===== config.mk =====
export PLATFORM = sky130hd
export DESIGN_NAME = mouse_cursor
export DESIGN_NICKNAME = d
export VERILOG_FILES = /design/src/rtl/mouse_cursor.sv
export SDC_FILE = /design/constraint.sdc
export NUM_CORES = 1
export LEC_CHECK = 0
export ABC_AREA = 1
export BUFFER_PORTS_ARGS = -buffer_cell sky130_fd_sc_hd__buf_2
export CORE_ASPECT_RATIO = 2
export CORE_MARGIN = 2
export CORE_UTILIZATION = 25
export DETAILED_ROUTE_END_ITERATION = 8
export PLACE_DENSITY = 0.4
export SLEW_MARGIN = 25
export SYNTH_ARGS = -nofsm -noshare
export SYNTH_HDL_FRONTEND = slang
export SYNTH_SLANG_ARGS = --single-unit

===== constraint.sdc =====
create_clock -name clk -period 5.6 [get_ports clk]
set_clock_uncertainty 0.15 [all_clocks]
set_input_delay 1.4 -clock clk [delete_from_list [all_inputs] [get_ports clk]]
set_output_delay 1.4 -clock clk [all_outputs]
set_load 0.005 [all_outputs]

===== src/rtl/mouse_cursor.sv =====
// Folds PS/2 mouse packets into an absolute, clamped cursor position and
// derives button state, press/release ticks and a left double-click event.
module mouse_cursor #(
    parameter int unsigned H_MAX      = 639,
    parameter int unsigned V_MAX      = 479,
    parameter int unsigned H_INIT     = 320,
    parameter int unsigned V_INIT     = 240,
    parameter int unsigned DBL_CYCLES = 25_000_000
) (
    input  logic       clk,
    input  logic       rst_n,
    input  logic [8:0] x,
    input  logic [8:0] y,
    input  logic [2:0] btn,
    input  logic       m_done_tick,
    input  logic       center,
    output logic [9:0] cursor_x,
    output logic [9:0] cursor_y,
    output logic [2:0] btn_state,
    output logic       left_press_tick,
    output logic       left_release_tick,
    output logic       right_press_tick,
    output logic       dbl_click_tick,
    output logic       update_tick
);
    localparam int unsigned       CW      = (DBL_CYCLES > 0) ? $clog2(DBL_CYCLES + 1) : 1;
    localparam logic [CW-1:0]     CNT_MAX = CW'(DBL_CYCLES);
    localparam logic signed [11:0] H_MAX_S = 12'(H_MAX);
    localparam logic signed [11:0] V_MAX_S = 12'(V_MAX);

    typedef enum logic [1:0] {
        IDLE,
        PRESS1,
        WAIT2,
        PRESS2
    } dbl_state_t;

    dbl_state_t        state;
    logic [CW-1:0]     cnt;
    logic signed [11:0] nx;
    logic signed [11:0] ny;
    logic [9:0]        nx_clamped;
    logic [9:0]        ny_clamped;
    logic              left_press;
    logic              left_release;
    logic              right_press;
    logic              timeout;

    // Screen Y grows downward, so upward mouse motion is subtracted.
    always_comb begin
        nx = $signed({2'b00, cursor_x}) + $signed({{3{x[8]}}, x});
        ny = $signed({2'b00, cursor_y}) - $signed({{3{y[8]}}, y});

        if (nx[11])             nx_clamped = '0;
        else if (nx > H_MAX_S)  nx_clamped = 10'(H_MAX);
        else                    nx_clamped = nx[9:0];

        if (ny[11])             ny_clamped = '0;
        else if (ny > V_MAX_S)  ny_clamped = 10'(V_MAX);
        else                    ny_clamped = ny[9:0];
    end

    always_comb begin
        left_press   = m_done_tick &  btn[0] & ~btn_state[0];
        left_release = m_done_tick & ~btn[0] &  btn_state[0];
        right_press  = m_done_tick &  btn[1] & ~btn_state[1];
        timeout      = ((state == PRESS1) || (state == WAIT2)) && (cnt == CNT_MAX);
    end

    always_ff @(posedge clk or negedge rst_n) begin
        if (!rst_n) begin
            cursor_x          <= 10'(H_INIT);
            cursor_y          <= 10'(V_INIT);
            btn_state         <= '0;
            left_press_tick   <= 1'b0;
            left_release_tick <= 1'b0;
            right_press_tick  <= 1'b0;
            update_tick       <= 1'b0;
        end else begin
            left_press_tick   <= left_press;
            left_release_tick <= left_release;
            right_press_tick  <= right_press;
            update_tick       <= m_done_tick | center;
            if (m_done_tick) btn_state <= btn;
            if (center) begin
                cursor_x <= 10'(H_INIT);
                cursor_y <= 10'(V_INIT);
            end else if (m_done_tick) begin
                cursor_x <= nx_clamped;
                cursor_y <= ny_clamped;
            end
        end
    end

    // A timeout takes precedence; a press landing on it restarts the window.
    always_ff @(posedge clk or negedge rst_n) begin
        if (!rst_n) begin
            state          <= IDLE;
            cnt            <= '0;
            dbl_click_tick <= 1'b0;
        end else begin
            dbl_click_tick <= 1'b0;
            if (timeout) begin
                if (left_press) begin
                    state <= PRESS1;
                    cnt   <= '0;
                end else begin
                    state <= IDLE;
                end
            end else begin
                case (state)
                    IDLE: begin
                        if (left_press) begin
                            state <= PRESS1;
                            cnt   <= '0;
                        end
                    end
                    PRESS1: begin
                        if (cnt < CNT_MAX) cnt <= cnt + CW'(1);
                        if (left_release) state <= WAIT2;
                    end
                    WAIT2: begin
                        if (cnt < CNT_MAX) cnt <= cnt + CW'(1);
                        if (left_press) begin
                            dbl_click_tick <= 1'b1;
                            state          <= PRESS2;
                        end
                    end
                    PRESS2: begin
                        if (left_release) state <= IDLE;
                    end
                    default: state <= IDLE;
                endcase
            end
        end
    end

endmodule

### After elaboration in Yosys (flattened, before gate mapping)

Cells that the tools add are included.

* bits in registers: 55
* input port bits: 25
* output and inout port bits: 28
* word-level logic and storage cells: 65

* add/subtract/negate cells: 3
* magnitude comparators: 3
* equality and inequality tests: 9
* mux-type cells: 22
* bitwise gates (word level): 10
* reduce and logical (&&, ||, !) cells: 8

Operators by type and width (number)
* $mux 10: 8
* $mux 25: 3
* $pmux 25 s2: 1
* $add 25x1->25 const B: 1
* $eq 25x25->1 const B: 1
* $lt 25x25->1 const B: 1
* $add 11x9->12: 1
* $gt 12x10->1 const B: 1
* $gt 12x11->1 const B: 1
* $ne 3x3->1 const B: 4
* $sub 11x9->12: 1
* $mux 2: 5
* $pmux 2 s4: 1
* $and 1x1->1: 6
* $eq 2x2->1 const B: 2
* $mux 1: 4
* $reduce_and 4->1: 1
* $ne 3x1->1 const B: 1
* $not 1->1: 3
* $reduce_bool 3->1: 1
* $eq 2x1->1 const B: 1
* $logic_not 2->1: 1
* $reduce_and 2->1: 1
* $reduce_bool 2->1: 1
* 4 further kinds: 4

### Depth between registers and ports, before layout

* word-level depth: 6
* gate-level depth with buffers: 15
* mapped depth without buffers: 15

### Least setup slack after synthesis

No wires, ideal clock.

* path type: input port to flip-flop
* start point: input x[0]
* end point: register cursor_x[1]
* setup time: 117 ps
* arrival time: 2886 ps
* required time: 5333 ps
* setup slack: 2447 ps
* stages on the path: 15
* path buffers: 0
* cell sequence: ha_1 inv_1 fa_1 inv_1 nand3_1 nand2_1 nand2_1 nand2_1 a21oi_1 inv_1 nor2_1 nor2_4 nand3_1 nand2_1 nand2_1

* cells in the longest elaborated chain, start to end: 6

Ends and longest elaborated chain
* start, declared: RTL line 12 `input logic [8:0] x,`
* $add 11x9->12 (*): RTL line 51 `nx = $signed({2'b00, cursor_x}) + $signed({{3{x[8]}}, x});`
* $gt 12x11->1: RTL line 55 `else if (nx > H_MAX_S) nx_clamped = 10'(H_MAX);`
* $mux 10: RTL line 55
* $mux 10 (*): RTL line 54 `if (nx[11]) nx_clamped = '0;`
* $mux 10 (*): RTL line 88 `end else if (m_done_tick) begin`
* $mux 10 (*): RTL line 85 `if (center) begin`
* end signal, assigned: RTL line 72 `cursor_x <= 10'(H_INIT);`
* end signal, assigned: RTL line 86 `cursor_x <= 10'(H_INIT);`
* end signal, assigned: RTL line 89 `cursor_x <= nx_clamped;`
* end, declared: RTL line 17 `output logic [9:0] cursor_x,`

Every way passes the cells marked *; elsewhere a longest branch is shown, timed or not. The select of a mux whose other input is x is not followed.
A chain may end at the register's enable or synchronous reset.

### Final worst setup path

* start point: input y[8]
* end point: register cursor_y[2]

* cells in the longest elaborated chain, start to end: 6

Ends and longest elaborated chain
* start, declared: RTL line 13 `input logic [8:0] y,`
* $sub 11x9->12 (*): RTL line 52 `ny = $signed({2'b00, cursor_y}) - $signed({{3{y[8]}}, y});`
* $gt 12x10->1: RTL line 59 `else if (ny > V_MAX_S) ny_clamped = 10'(V_MAX);`
* $mux 10: RTL line 59
* $mux 10 (*): RTL line 58 `if (ny[11]) ny_clamped = '0;`
* $mux 10 (*): RTL line 88
* $mux 10 (*): RTL line 85
* end signal, assigned: RTL line 73 `cursor_y <= 10'(V_INIT);`
* end signal, assigned: RTL line 87 `cursor_y <= 10'(V_INIT);`
* end signal, assigned: RTL line 90 `cursor_y <= ny_clamped;`
* end, declared: RTL line 18 `output logic [9:0] cursor_y,`

Marked as above.

==> metrics.txt <==
# TYPE chip_impl_metric gauge
chip_impl_metric{name="portion_of_total_power_attributed_to_sequential_cells",unit=""} 0.335
chip_impl_metric{name="internal_power",unit="mW"} 0.957
chip_impl_metric{name="gp_congestion",unit=""} 0.975
chip_impl_metric{name="die_width",unit="microns"} 101
chip_impl_metric{name="port-buffer-count",unit=""} 52
chip_impl_metric{name="cts_buffer_depth",unit=""} 2
chip_impl_metric{name="post_drt_via_cell_ratio",unit=""} 4.88
chip_impl_metric{name="max_freq",unit="MHz"} 291
chip_impl_metric{name="core.rowCount",unit=""} 71
chip_impl_metric{name="drive_above_1_share",unit=""} 0.139
chip_impl_info{name="unrepaired_setup_endpoints_after_global_routing",value="false"} 1
chip_impl_metric{name="die_area",unit="sq um"} 20000
chip_impl_metric{name="tns",unit="ns"} 0
chip_impl_info{name="critPathCaptureType",value="flop"} 1
chip_impl_metric{name="maxCapViolCount",unit=""} 0
chip_impl_metric{name="starting_density_of_the_core",unit=""} 0.252
chip_impl_metric{name="report.final.hold_viol_count",unit=""} 0
chip_impl_metric{name="max_slew.worst_pin.slew",unit="ns"} 0.772
chip_impl_metric{name="via_count_of_the_first_global_routing_pass",unit=""} 4734
chip_impl_metric{name="grt_usage",unit=""} 0.168
chip_impl_metric{name="syn_to_final_growth",unit="%"} 13.7
chip_impl_metric{name="grt_pass1_wl",unit="mm"} 25.3
chip_impl_metric{name="ctsResizeCount",unit=""} 0
chip_impl_metric{name="power.clock.fraction",unit=""} 0.206
chip_impl_metric{name="dp_cells",unit=""} 961
chip_impl_info{name="cts_tree",value="done"} 1
chip_impl_metric{name="grt_max_degree",unit=""} 56
chip_impl_info{name="timing_worst_setup_path_type",value="primary input to flop"} 1
chip_impl_metric{name="fin_cells",unit=""} 970
chip_impl_metric{name="tritoncts.num_buffers",unit=""} 5
chip_impl_metric{name="drt_pre_antenna_iters",unit=""} 5
chip_impl_metric{name="io_pins",unit=""} 53
chip_impl_metric{name="sum_of_net_half_perimeters_after_detailed_placement",unit="mm"} 13.1
chip_impl_info{name="clock_tree.root_cell",value="clkbuf_16"} 1
chip_impl_metric{name="critical_path_required",unit="ns"} 5.66
chip_impl_metric{name="via_count",unit=""} 4732
chip_impl_metric{name="period_needed",unit="ns"} 3.43
chip_impl_info{name="synth-main-ff-cell",value="dfrtp_1"} 1
chip_impl_metric{name="synthDistinctLibCells",unit=""} 43
chip_impl_info{name="post_synth_most_frequent_cells",value="nand2_1, inv_1, nand3_1"} 1
chip_impl_info{name="status",value="finished, final reports clean"} 1
chip_impl_metric{name="yosys_warnings",unit=""} 0
chip_impl_metric{name="synth-async-reset-ratio",unit=""} 1.00
chip_impl_metric{name="postCtsSetupBuffers",unit=""} 0
chip_impl_metric{name="period_share",unit=""} 0.613
chip_impl_metric{name="slew_violations",unit=""} 0
chip_impl_metric{name="ant_nets",unit=""} 0
chip_impl_metric{name="yosys_register_bits",unit=""} 55
chip_impl_metric{name="clock_network_latency_to_the_later_pin_of_the_worst_skew_pair",unit="ns"} 0.31
chip_impl_metric{name="synth.avg_cell_area",unit="sq um"} 6.72
chip_impl_info{name="critical_path.startpoint_type",value="primary input"} 1
chip_impl_metric{name="fp.dieH",unit="microns"} 198
chip_impl_metric{name="routed_wire_length_per_instance",unit="microns"} 16.9
chip_impl_metric{name="nets",unit=""} 806
chip_impl_metric{name="grt_overflow_total",unit=""} 0
chip_impl_metric{name="setup_viol",unit=""} 0
chip_impl_metric{name="htreeDepth",unit=""} 2
chip_impl_metric{name="synth_top_area_frac",unit=""} 0.260
chip_impl_metric{name="ir_worst_vdd",unit="mV"} 0.107
chip_impl_info{name="synth_area_leaders",value="dfrtp_1, nand2_1, ha_1"} 1
chip_impl_info{name="yosysMostFrequentCell",value="nand2_1"} 1
chip_impl_metric{name="p_comb_frac",unit=""} 0.460
chip_impl_metric{name="grt_antenna_before_repair",unit=""} 1
chip_impl_metric{name="synth_nets",unit=""} 757
chip_impl_info{name="min_path_type",value="flop to flop"} 1
chip_impl_metric{name="first_iter_violations",unit=""} 212
chip_impl_metric{name="power.net_switching",unit="mW"} 0.871
chip_impl_metric{name="post-route-drc-count",unit=""} 0
chip_impl_metric{name="final_core_util",unit=""} 0.287
chip_impl_metric{name="static-leakage-power",unit="nW"} 2.68
chip_impl_metric{name="timing.slew.headroom",unit=""} 0.486
chip_impl_metric{name="reg2reg_setup_slack",unit="ns"} 2.94
chip_impl_metric{name="synth.yosys.seq_area_share",unit=""} 0.294
chip_impl_metric{name="synth.cell_area",unit="sq um"} 4710
chip_impl_metric{name="synthCells",unit=""} 700
chip_impl_metric{name="cp_max_fo",unit=""} 5
chip_impl_metric{name="routed_wirelength",unit="mm"} 16.3
chip_impl_metric{name="core_region_area",unit="sq um"} 18700
chip_impl_metric{name="powerDensity",unit="nW/um^2"} 341
chip_impl_metric{name="hold_buffer_count_at_cts",unit=""} 0
chip_impl_info{name="synth_area_leader_cell",value="dfrtp_1"} 1
chip_impl_metric{name="swShare",unit=""} 0.476
chip_impl_metric{name="crit_arrival",unit="ns"} 3.49
chip_impl_metric{name="cts.clk_slew.worst_paths",unit="ns"} 0.08
chip_impl_metric{name="cts_sinks",unit=""} 55
chip_impl_metric{name="synth_enable_flop_cells",unit=""} 0
[logic make-up (layout without fill, tap and decap cells)]
group / count (synthesis) / after routing / share of synthesized area
compound gates: 75 / 75 / 0.0861
xor+xnor: 24 / 24 / 0.0447
fa+ha+maj: 32 / 32 / 0.0883
buf+inv: 101 / 151 / 0.0885
flops: 55 / 55 / 0.294
other cells: 0 / 1 / 0
simple gates: 413 / 413 / 0.398
[area by class of cell]
class                      instances  area [sq um]
fill                            2067         13300
sequential                        55          1380
clock buffer                       6           129
tap                              219           274
inverter                          88           335
multi-input combinational        544          2910
clock inverter                     2          37.5
antenna                            1          2.50
timing repair buffer              55           283
[path summary, 6_finish.rpt]
path                              start               end  cells past startpoint
setup / recovery                   y[8]       cursor_y[2]                     14
hold / removal             btn_state[1]  right_press_tick                      1
setup reg to reg            cursor_y[8]       cursor_y[2]                     12
hold reg to reg            btn_state[1]  right_press_tick                      1
max in group asynchronous         rst_n       cursor_x[2]                      2
min in group asynchronous         rst_n           cnt[11]                      2
[per-layer routing]
metal  global-route usage  wire length, microns  vias up
met4                0.117                  1070        0
met1                0.150                  5430     2209
met2                0.335                  9360      115
li1                     -                     -     2363
met5                    0                     0        -
met3               0.0166                   481       45
[sequential cells by signal (all words and copies together) (netlist names)]
register and cells:
cursor_x 10, btn_state 3, dbl_click_tick 1, state 2, right_press_tick 1, cnt 25
cursor_y 10, left_press_tick 1, update_tick 1, left_release_tick 1
[metrics by stage]
step	worst slack, ns	hold WS [ns]	cell area (sq um)	power (mW)
floorplan	2.45	0.295	4710	1.21
CTS	2.18	0.317	5350	1.85
detailed placement	1.85	0.306	5180	1.46
finish	2.17	0.305	5350	1.83
global placement	1.86	0.297	5180	1.46
global route	2.04	0.344	5350	1.99
[cells in the final DEF (no fill, tap or decap), types with 22 or more instances in the layout]
cell type | netlist | layout
inv_1 | 78 | 78
nand3_1 | 61 | 61
nor3_1 | 22 | 22
o21ai_0 | 22 | 22
a21oi_1 | 28 | 28
nor2_1 | 56 | 55
dfrtp_1 | 49 | 49
nand4_1 | 23 | 23
ha_1 | 30 | 30
buf_2 | 5 | 52
nand2_1 | 223 | 223
[critical path, cell delays in order]
cell and delay [ns]:
buf_2 0.10, inv_1 0.09, ha_1 0.38, nand2_1 0.13, nor2_1 0.29, nand2_1 0.09
nor2_1 0.22, nor2_1 0.08, nand3_1 0.08, nand3_1 0.16, o21bai_2 0.26, nand2_1 0.09
nand2_1 0.07, nand2_1 0.04
[power groups by stage]
stage	registers, mW	clock network [mW]	logic (mW)
global placement	0.616	0	0.842
global route	0.624	0.406	0.956
detailed placement	0.616	0	0.846
CTS	0.610	0.395	0.850
finish	0.612	0.376	0.841
floorplan	0.561	0	0.652
(Power assumes the default switching activity.)
